===== src/rtl/kan_ctrl_pkg.sv =====
// kan_ctrl_pkg: state encodings and status codes shared by the splitter sequencer
package kan_ctrl_pkg;
`ifdef USE_ONE_HOT_ENCODING_FSM
  typedef enum logic [4:0] {
    S_IDLE   = 5'b00001,
    S_START  = 5'b00010,
    S_RUN    = 5'b00100,
    S_FLUSH  = 5'b01000,
    S_REPORT = 5'b10000
  } seq_state_t;
`else
  typedef enum logic [2:0] {
    S_IDLE   = 3'd0,
    S_START  = 3'd1,
    S_RUN    = 3'd2,
    S_FLUSH  = 3'd3,
    S_REPORT = 3'd4
  } seq_state_t;
`endif
  localparam logic [1:0] STS_OK        = 2'd0;
  localparam logic [1:0] STS_SPLIT_ERR = 2'd1;
  localparam logic [1:0] STS_TIMEOUT   = 2'd2;
  localparam logic [1:0] STS_ABORT     = 2'd3;
endpackage


===== src/rtl/sequencer_watchdog.sv =====
// sequencer_watchdog: no-progress counter with clear/enable/freeze and terminal-count pulse
// Ports: i_clr zeroes the count, i_en lets it advance, i_frz holds it, o_tc flags the cycle the count reaches TMO_CYCLES.
module sequencer_watchdog #(
  parameter int TMO_WIDTH  = 16,
  parameter int TMO_CYCLES = 4096
) (
  input  logic clk,
  input  logic rst,
  input  logic i_clr,
  input  logic i_en,
  input  logic i_frz,
  output logic o_tc
);
  logic [TMO_WIDTH-1:0] r_cnt;
  logic                 w_inc;
  assign w_inc = (TMO_CYCLES != 0) && i_en && !i_clr && !i_frz;
  // Fires on the idle cycle that brings the count to TMO_CYCLES, so a beat in that cycle suppresses it.
  assign o_tc  = w_inc && (r_cnt == TMO_WIDTH'(TMO_CYCLES - 1));
  always_ff @(posedge clk) begin
    if (rst || i_clr) r_cnt <= '0;
    else if (w_inc) r_cnt <= r_cnt + 1'b1;
  end
endmodule


===== src/rtl/axis_splitter_sequencer.sv =====
// axis_splitter_sequencer: runs the AXI-Stream splitter repeat times per command under watchdog/abort supervision
// Ports: cmd_* job command (valid/ready), sts_* one status word per job (valid/ready),
//        ctl_* splitter control and interrupt pins, abort/pause host controls, busy when not idle.
module axis_splitter_sequencer
  import kan_ctrl_pkg::*;
#(
  parameter int PCKT_WIDTH = 32,
  parameter int REP_WIDTH  = 16,
  parameter int TMO_WIDTH  = 16,
  parameter int TMO_CYCLES = 4096,
  parameter int BEAT_WIDTH = 32
) (
  input  logic                  clk,
  input  logic                  rst,
  input  logic                  cmd_valid,
  output logic                  cmd_ready,
  input  logic [PCKT_WIDTH-1:0] cmd_pckt_size,
  input  logic [REP_WIDTH-1:0]  cmd_repeat,
  input  logic                  abort,
  input  logic                  pause,
  output logic                  sts_valid,
  input  logic                  sts_ready,
  output logic [1:0]            sts_code,
  output logic [BEAT_WIDTH-1:0] sts_beats,
  output logic [REP_WIDTH-1:0]  sts_done_ops,
  output logic                  ctl_operation_start,
  output logic [PCKT_WIDTH-1:0] ctl_pckt_size,
  output logic                  ctl_lock,
  output logic                  ctl_external_error,
  input  logic                  ctl_operation_busy,
  input  logic                  ctl_operation_complete,
  input  logic                  ctl_operation_error,
  input  logic                  ctl_transmission,
  output logic                  busy
);
  seq_state_t            r_state, w_next;
  logic [PCKT_WIDTH-1:0] r_size;
  logic [REP_WIDTH-1:0]  r_rep, r_ops;
  logic [BEAT_WIDTH-1:0] r_beats;
  logic [1:0]            r_code, w_code;
  logic                  r_wait, w_wait;
  logic                  r_start, r_lock, r_ext_err, r_sts_valid, r_busy;
  logic                  w_accept, w_tc, w_ext_err, w_set_code, w_ops_inc, w_count_beat;
  logic                  w_unused;
  // Operation busy is informational only: the watchdog already starts at START exit.
  assign w_unused     = ctl_operation_busy;
  assign cmd_ready    = (r_state == S_IDLE) && !rst;
  assign w_accept     = cmd_valid && cmd_ready;
  assign w_count_beat = ctl_transmission && (r_state == S_START || r_state == S_RUN || r_state == S_FLUSH);
  sequencer_watchdog #(
    .TMO_WIDTH (TMO_WIDTH),
    .TMO_CYCLES(TMO_CYCLES)
  ) u_wdog (
    .clk  (clk),
    .rst  (rst),
    .i_clr(w_accept || r_state == S_START || ctl_transmission),
    .i_en (r_state == S_RUN),
    .i_frz(pause),
    .o_tc (w_tc)
  );
  always_comb begin
    w_next     = r_state;
    w_code     = STS_OK;
    w_set_code = 1'b0;
    w_wait     = r_wait;
    w_ext_err  = 1'b0;
    w_ops_inc  = 1'b0;
    case (r_state)
      S_IDLE:  w_next = w_accept ? S_START : S_IDLE;
      S_START: w_next = S_RUN;
      S_RUN: begin
        if (ctl_operation_error) begin
          w_next     = S_FLUSH;
          w_code     = STS_SPLIT_ERR;
          w_set_code = 1'b1;
          w_wait     = 1'b0;
        end else if (abort || w_tc) begin
          // The splitter answers external_error with operation_error; FLUSH waits for it.
          w_next     = S_FLUSH;
          w_code     = abort ? STS_ABORT : STS_TIMEOUT;
          w_set_code = 1'b1;
          w_wait     = 1'b1;
          w_ext_err  = 1'b1;
        end else if (ctl_operation_complete) begin
          w_ops_inc  = 1'b1;
          w_next     = (r_ops + 1'b1 == r_rep) ? S_REPORT : S_START;
          w_set_code = (r_ops + 1'b1 == r_rep);
        end
      end
      S_FLUSH:  w_next = (!r_wait || ctl_operation_error) ? S_REPORT : S_FLUSH;
      S_REPORT: w_next = sts_ready ? S_IDLE : S_REPORT;
      default:  w_next = S_IDLE;
    endcase
  end
  always_ff @(posedge clk) begin
    if (rst) begin
      r_state     <= S_IDLE;
      r_size      <= '0;
      r_rep       <= '0;
      r_ops       <= '0;
      r_beats     <= '0;
      r_code      <= STS_OK;
      r_wait      <= 1'b0;
      r_start     <= 1'b0;
      r_lock      <= 1'b0;
      r_ext_err   <= 1'b0;
      r_sts_valid <= 1'b0;
      r_busy      <= 1'b0;
    end else begin
      r_state     <= w_next;
      r_start     <= w_next == S_START;
      r_busy      <= w_next != S_IDLE;
      r_sts_valid <= w_next == S_REPORT;
      r_lock      <= pause && w_next == S_RUN;
      r_ext_err   <= w_ext_err;
      if (w_accept) begin
        r_size  <= cmd_pckt_size;
        r_rep   <= (cmd_repeat == '0) ? REP_WIDTH'(1) : cmd_repeat;
        r_ops   <= '0;
        r_beats <= '0;
        r_code  <= STS_OK;
        r_wait  <= 1'b0;
      end else begin
        r_wait <= w_wait;
        if (w_count_beat && !(&r_beats)) r_beats <= r_beats + 1'b1;
        if (w_ops_inc) r_ops <= r_ops + 1'b1;
        if (w_set_code) r_code <= w_code;
      end
    end
  end
  assign ctl_operation_start = r_start;
  assign ctl_pckt_size       = r_size;
  assign ctl_lock            = r_lock;
  assign ctl_external_error  = r_ext_err;
  assign sts_valid           = r_sts_valid;
  assign sts_code            = r_code;
  assign sts_beats           = r_beats;
  assign sts_done_ops        = r_ops;
  assign busy                = r_busy;
endmodule


===== config.mk =====
export PLATFORM = sky130hd
export DESIGN_NAME = axis_splitter_sequencer
export DESIGN_NICKNAME = d
export VERILOG_FILES = /design/src/rtl/kan_ctrl_pkg.sv /design/src/rtl/sequencer_watchdog.sv /design/src/rtl/axis_splitter_sequencer.sv
export SDC_FILE = /design/constraint.sdc
export NUM_CORES = 1
export LEC_CHECK = 0
export BUFFER_PORTS_ARGS = -buffer_cell sky130_fd_sc_hd__buf_2
export CAP_MARGIN = 15
export CORE_UTILIZATION = 58
export DETAILED_ROUTE_END_ITERATION = 16
export GPL_TIMING_DRIVEN = 0
export HOLD_SLACK_MARGIN = 0.03
export PLACE_DENSITY = 0.9
export SLEW_MARGIN = 15
export SYNTH_ARGS = -nofsm -noshare
export SYNTH_HDL_FRONTEND = slang
export SYNTH_HIERARCHICAL = 1
export SYNTH_SLANG_ARGS = --single-unit

===== constraint.sdc =====
create_clock -name clk -period 6.4 [get_ports clk]
set_clock_uncertainty 0.15 [all_clocks]
set_input_delay 0.96 -clock clk [delete_from_list [all_inputs] [get_ports clk]]
set_output_delay 0.96 -clock clk [all_outputs]
set_load 0.01 [all_outputs]

==> run_results.csv <==
group,metric,value,unit
yosys,synthArstFlopShare,0,%
pwr,vdd_ir_drop_max,0.000229,V
global_routing,grt_pass1_wl,26.7,mm
layout,nNetsFinal,928,
cts,htree_levels,4,
sta,min_period,4.10,ns
worst_setup_path,worstPathRequired,6.65,ns
worst_setup_path,cp.buffers_inverters,4,
worst_setup_path,slowest_stage,"or4_1",
sta,rsz0062_at_grt,"false",
global_routing,grt_pass1_vias,5639,
layout,diodes,0,
min_path,hp-class,"flip-flop to flip-flop",
pwr,p_per_area,273,nW/µm²
layout,final_util,75.8,%
placed_design,hpwl,11.3,mm
layout,area_growth,25.1,%
worst_setup_path,r2r-end,"sts_done_ops[11]",
cts,cts_resized,0,
drt,drc,0,
yosys,syn-cell-area,5980,µm²
cts,post_cts_buffers,0,
pwr,power.leakage,0.00323,µW
worst_setup_path,startpoint,"rst",
yosys,seq_area_frac_synth,41.2,%
worst_setup_path,rr_startpoint,"r_state[1]",
layout,fin_cells,1013,
placed_design,gp_congestion,0.923,
yosys,yosysTopAreaCellShare,41.2,%
yosys,ys_seq_elements,123,
flow_run,max_cap_viol_count,0,
sta,relSlewSlack,60.0,%
worst_setup_path,crit_path_end_kind,"flip-flop",
drt,drt_first_pass_iters,7,
cts,clk_path_buf_depth,2,
drt,antenna_left,0,
yosys,yosys.area.top_type,"dfxtp_1",
yosys,synth.most_common_cell,"dfxtp_1",
floorplanning,io-pin-count,146,
global_routing,grtUsageTotal,30.7,%
worst_setup_path,crit_chain,"buf_2 -> nor3_1 -> and2_1 -> buf_2 -> a211o_1 -> nand4bb_4 -> or4_1 -> clkbuf_1 -> nor3_1 -> nor3_1 -> nand3_1 -> clkbuf_1 -> nor2_1 -> nand4_1 -> xor2_1 -> nor2_1",
yosys,synth_ff_type,"dfxtp_1",
floorplanning,die_y,104,µm
yosys,synth_common_cells,"dfxtp_1 (123), nand2_1 (102), nor2_1 (58)",
run_status,status,"completed",
worst_setup_path,critical_path.startpoint_type,"input port",
placed_design,port_buffers,144,
drt,initialDrtViolationCount,343,
placed_design,dp_cells,981,
sta,finalCritPeriodShare,64.0,%
yosys,synthCells,704,
cts,clock_latency,0.53,ns
yosys,synthTopCellsByArea,"dfxtp_1 (41%), nand2_1 (6.4%), xor2_1 (5.3%)",
sta,hold_viol,0,
worst_setup_path,cpMostUsedCell,"nor3_1",
worst_setup_path,worstPathArrival,4.35,ns
floorplanning,rows,36,
cts,cts_root_buf,"clkbuf_8",
floorplanning,die-area,10700,µm²
cts,clkSlewWorstSetupHoldPaths,0.06,ns
cts,hold_buffers,0,
drt,wirelength,16.2,mm
floorplanning,core,9860,µm²
sta,finalSetupViolCount,0,
worst_setup_path,crit_type,"input port to flip-flop",
worst_setup_path,r2r.worst_path.cells,16,
layout,drive_above_1_share,25.6,%
worst_setup_path,crit_path_end,"sts_done_ops[11]",
yosys,yosysWarnings,6,
yosys,synth-edff-count,0,
sta,slew_violations,0,
worst_setup_path,cp_max_fo,10,
global_routing,grt_max_degree,17,
global_routing,grt_overflow_total,0,
floorplanning,die_x,104,µm
sta,finalSetupTns,0,ns
yosys,synthesis.nets,765,
worst_setup_path,path_delay_family,"simple AND/OR/NAND/NOR gates",
global_routing,antenna_found_initial,0,
worst_setup_path,crit_path_max_incr_delay,0.47,ns
placed_design,dp_worst_setup_slack,1.82,ns
sta,fmax,0.244,GHz
worst_setup_path,ff2ff_setup_slack,2.31,ns
cts,cts_tree,"yes",
yosys,ys_types,70,
drt,wl_per_cell,16.0,µm
drt,vias_per_cell,5.87,
yosys,avgSynthCellArea,8.49,µm²
cts,cts.sinks,123,
worst_setup_path,path_depth,16,
sta,worst_pin_slew,0.600,ns
floorplanning,initial_core_util,60.6,%
cts,numCtsBuffers,17,
drt,vias,5943,
sta,setup_slack,2.30,ns
routing by layer:
layer	routed length (µm)	up-vias	share of wire [%]	GRT usage [%]
li1	-	2813	-	-
met1	6600	2785	41	36.1
met5	0	-	0	0
met2	7770	293	48	52.7
met3	1420	52	8.7	9.00
met4	447	0	2.8	11.8
state kept, by name (all words and copies together) (netlist names):
name,flops
r_state,3
ctl_lock,1
ctl_operation_start,1
sts_code,2
busy,1
sts_beats,32
ctl_external_error,1
r_wait,1
r_rep,16
u_wdog/r_cnt,16
sts_done_ops,16
sts_valid,1
ctl_pckt_size,32
metrics by stage:
step | instance area [µm²] | total power [µW] | hold slack, ns
2_1_floorplan | 5980 | 967 | 0.297
3_3_place_gp | 6860 | 1040 | 0.289
3_5_place_dp | 6860 | 1050 | 0.297
4_1_cts | 7480 | 2040 | 0.304
5_1_grt | 7480 | 2110 | 0.331
6_report | 7480 | 2040 | 0.306
cell usage in the layout (no fill, tap or decap), drive strengths merged, types with 4 or more instances in the layout:
cell	synthesis	final
buf	23	167
dfxtp	123	123
nand2	102	102
nor2	58	58
xor2	36	36
clkbuf	18	36
nand3b	33	33
a21oi	30	30
nand3	26	26
o21ai	24	24
nor3	24	24
xnor2	22	22
inv	21	22
nand4	21	21
or3	20	20
a22o	12	12
nor4	12	12
and3	12	12
and4	9	9
nand2b	7	7
clkinv	0	6
o31ai	5	5
o211ai	5	5
or4	5	5
mux2i	4	4
o211a	4	4
bufinv	0	4
and2	4	4
worst reg2reg max path, delay by kind of cell (launching register included):
family	cells	cell delay, ns
and+or+nand+nor	11	2.05
buffers and inverters	3	0.85
DFF	1	0.44
AOI/OAI and AO/OA	1	0.32
xor gates and xnor gates	1	0.15
area by class of cell:
cell class / count / area (µm²)
Sequential cell: 123 / 2460
Multi-Input combinational cell: 519 / 3210
Clock inverter: 14 / 196
Clock buffer: 18 / 418
Tap cell: 133 / 166
Fill cell: 704 / 2390
Inverter: 21 / 78.8
Buffer: 41 / 221
Timing Repair Buffer: 144 / 721
power by group:
group          switching (µW)  total [µW]  internal (µW)
Clock                     369        1000            634
Sequential               24.2         828            803
Combinational             126         213           86.9
Total                     519        2040           1520
kinds of logic after synthesis:
group	after synthesis	synth area share, %
multiplexers	4	0.670
AND/OR/NAND/NOR	348	32.1
AO/OA/AOI/OAI	106	11.9
buffers and inverters	62	5.02
flip-flops	123	41.2
XOR/XNOR	58	8.50
adder cells (fa/ha/maj)	3	0.628
how the worst min path moves through the flow:
stage                     depth (start not counted)                 to              start  slack, ns
final                                             2  ctl_pckt_size[31]  ctl_pckt_size[31]       0.31
after global routing                              2   ctl_pckt_size[9]   ctl_pckt_size[9]       0.33
after CTS                                         2  ctl_pckt_size[31]  ctl_pckt_size[31]       0.30
after detailed placement                          2  ctl_pckt_size[31]  ctl_pckt_size[31]       0.30
after global placement                            2  ctl_pckt_size[31]  ctl_pckt_size[31]       0.29
after floorplan                                   2   u_wdog/r_cnt[15]   u_wdog/r_cnt[15]       0.30
No activity file was read; power rests on OpenSTA's default activity.
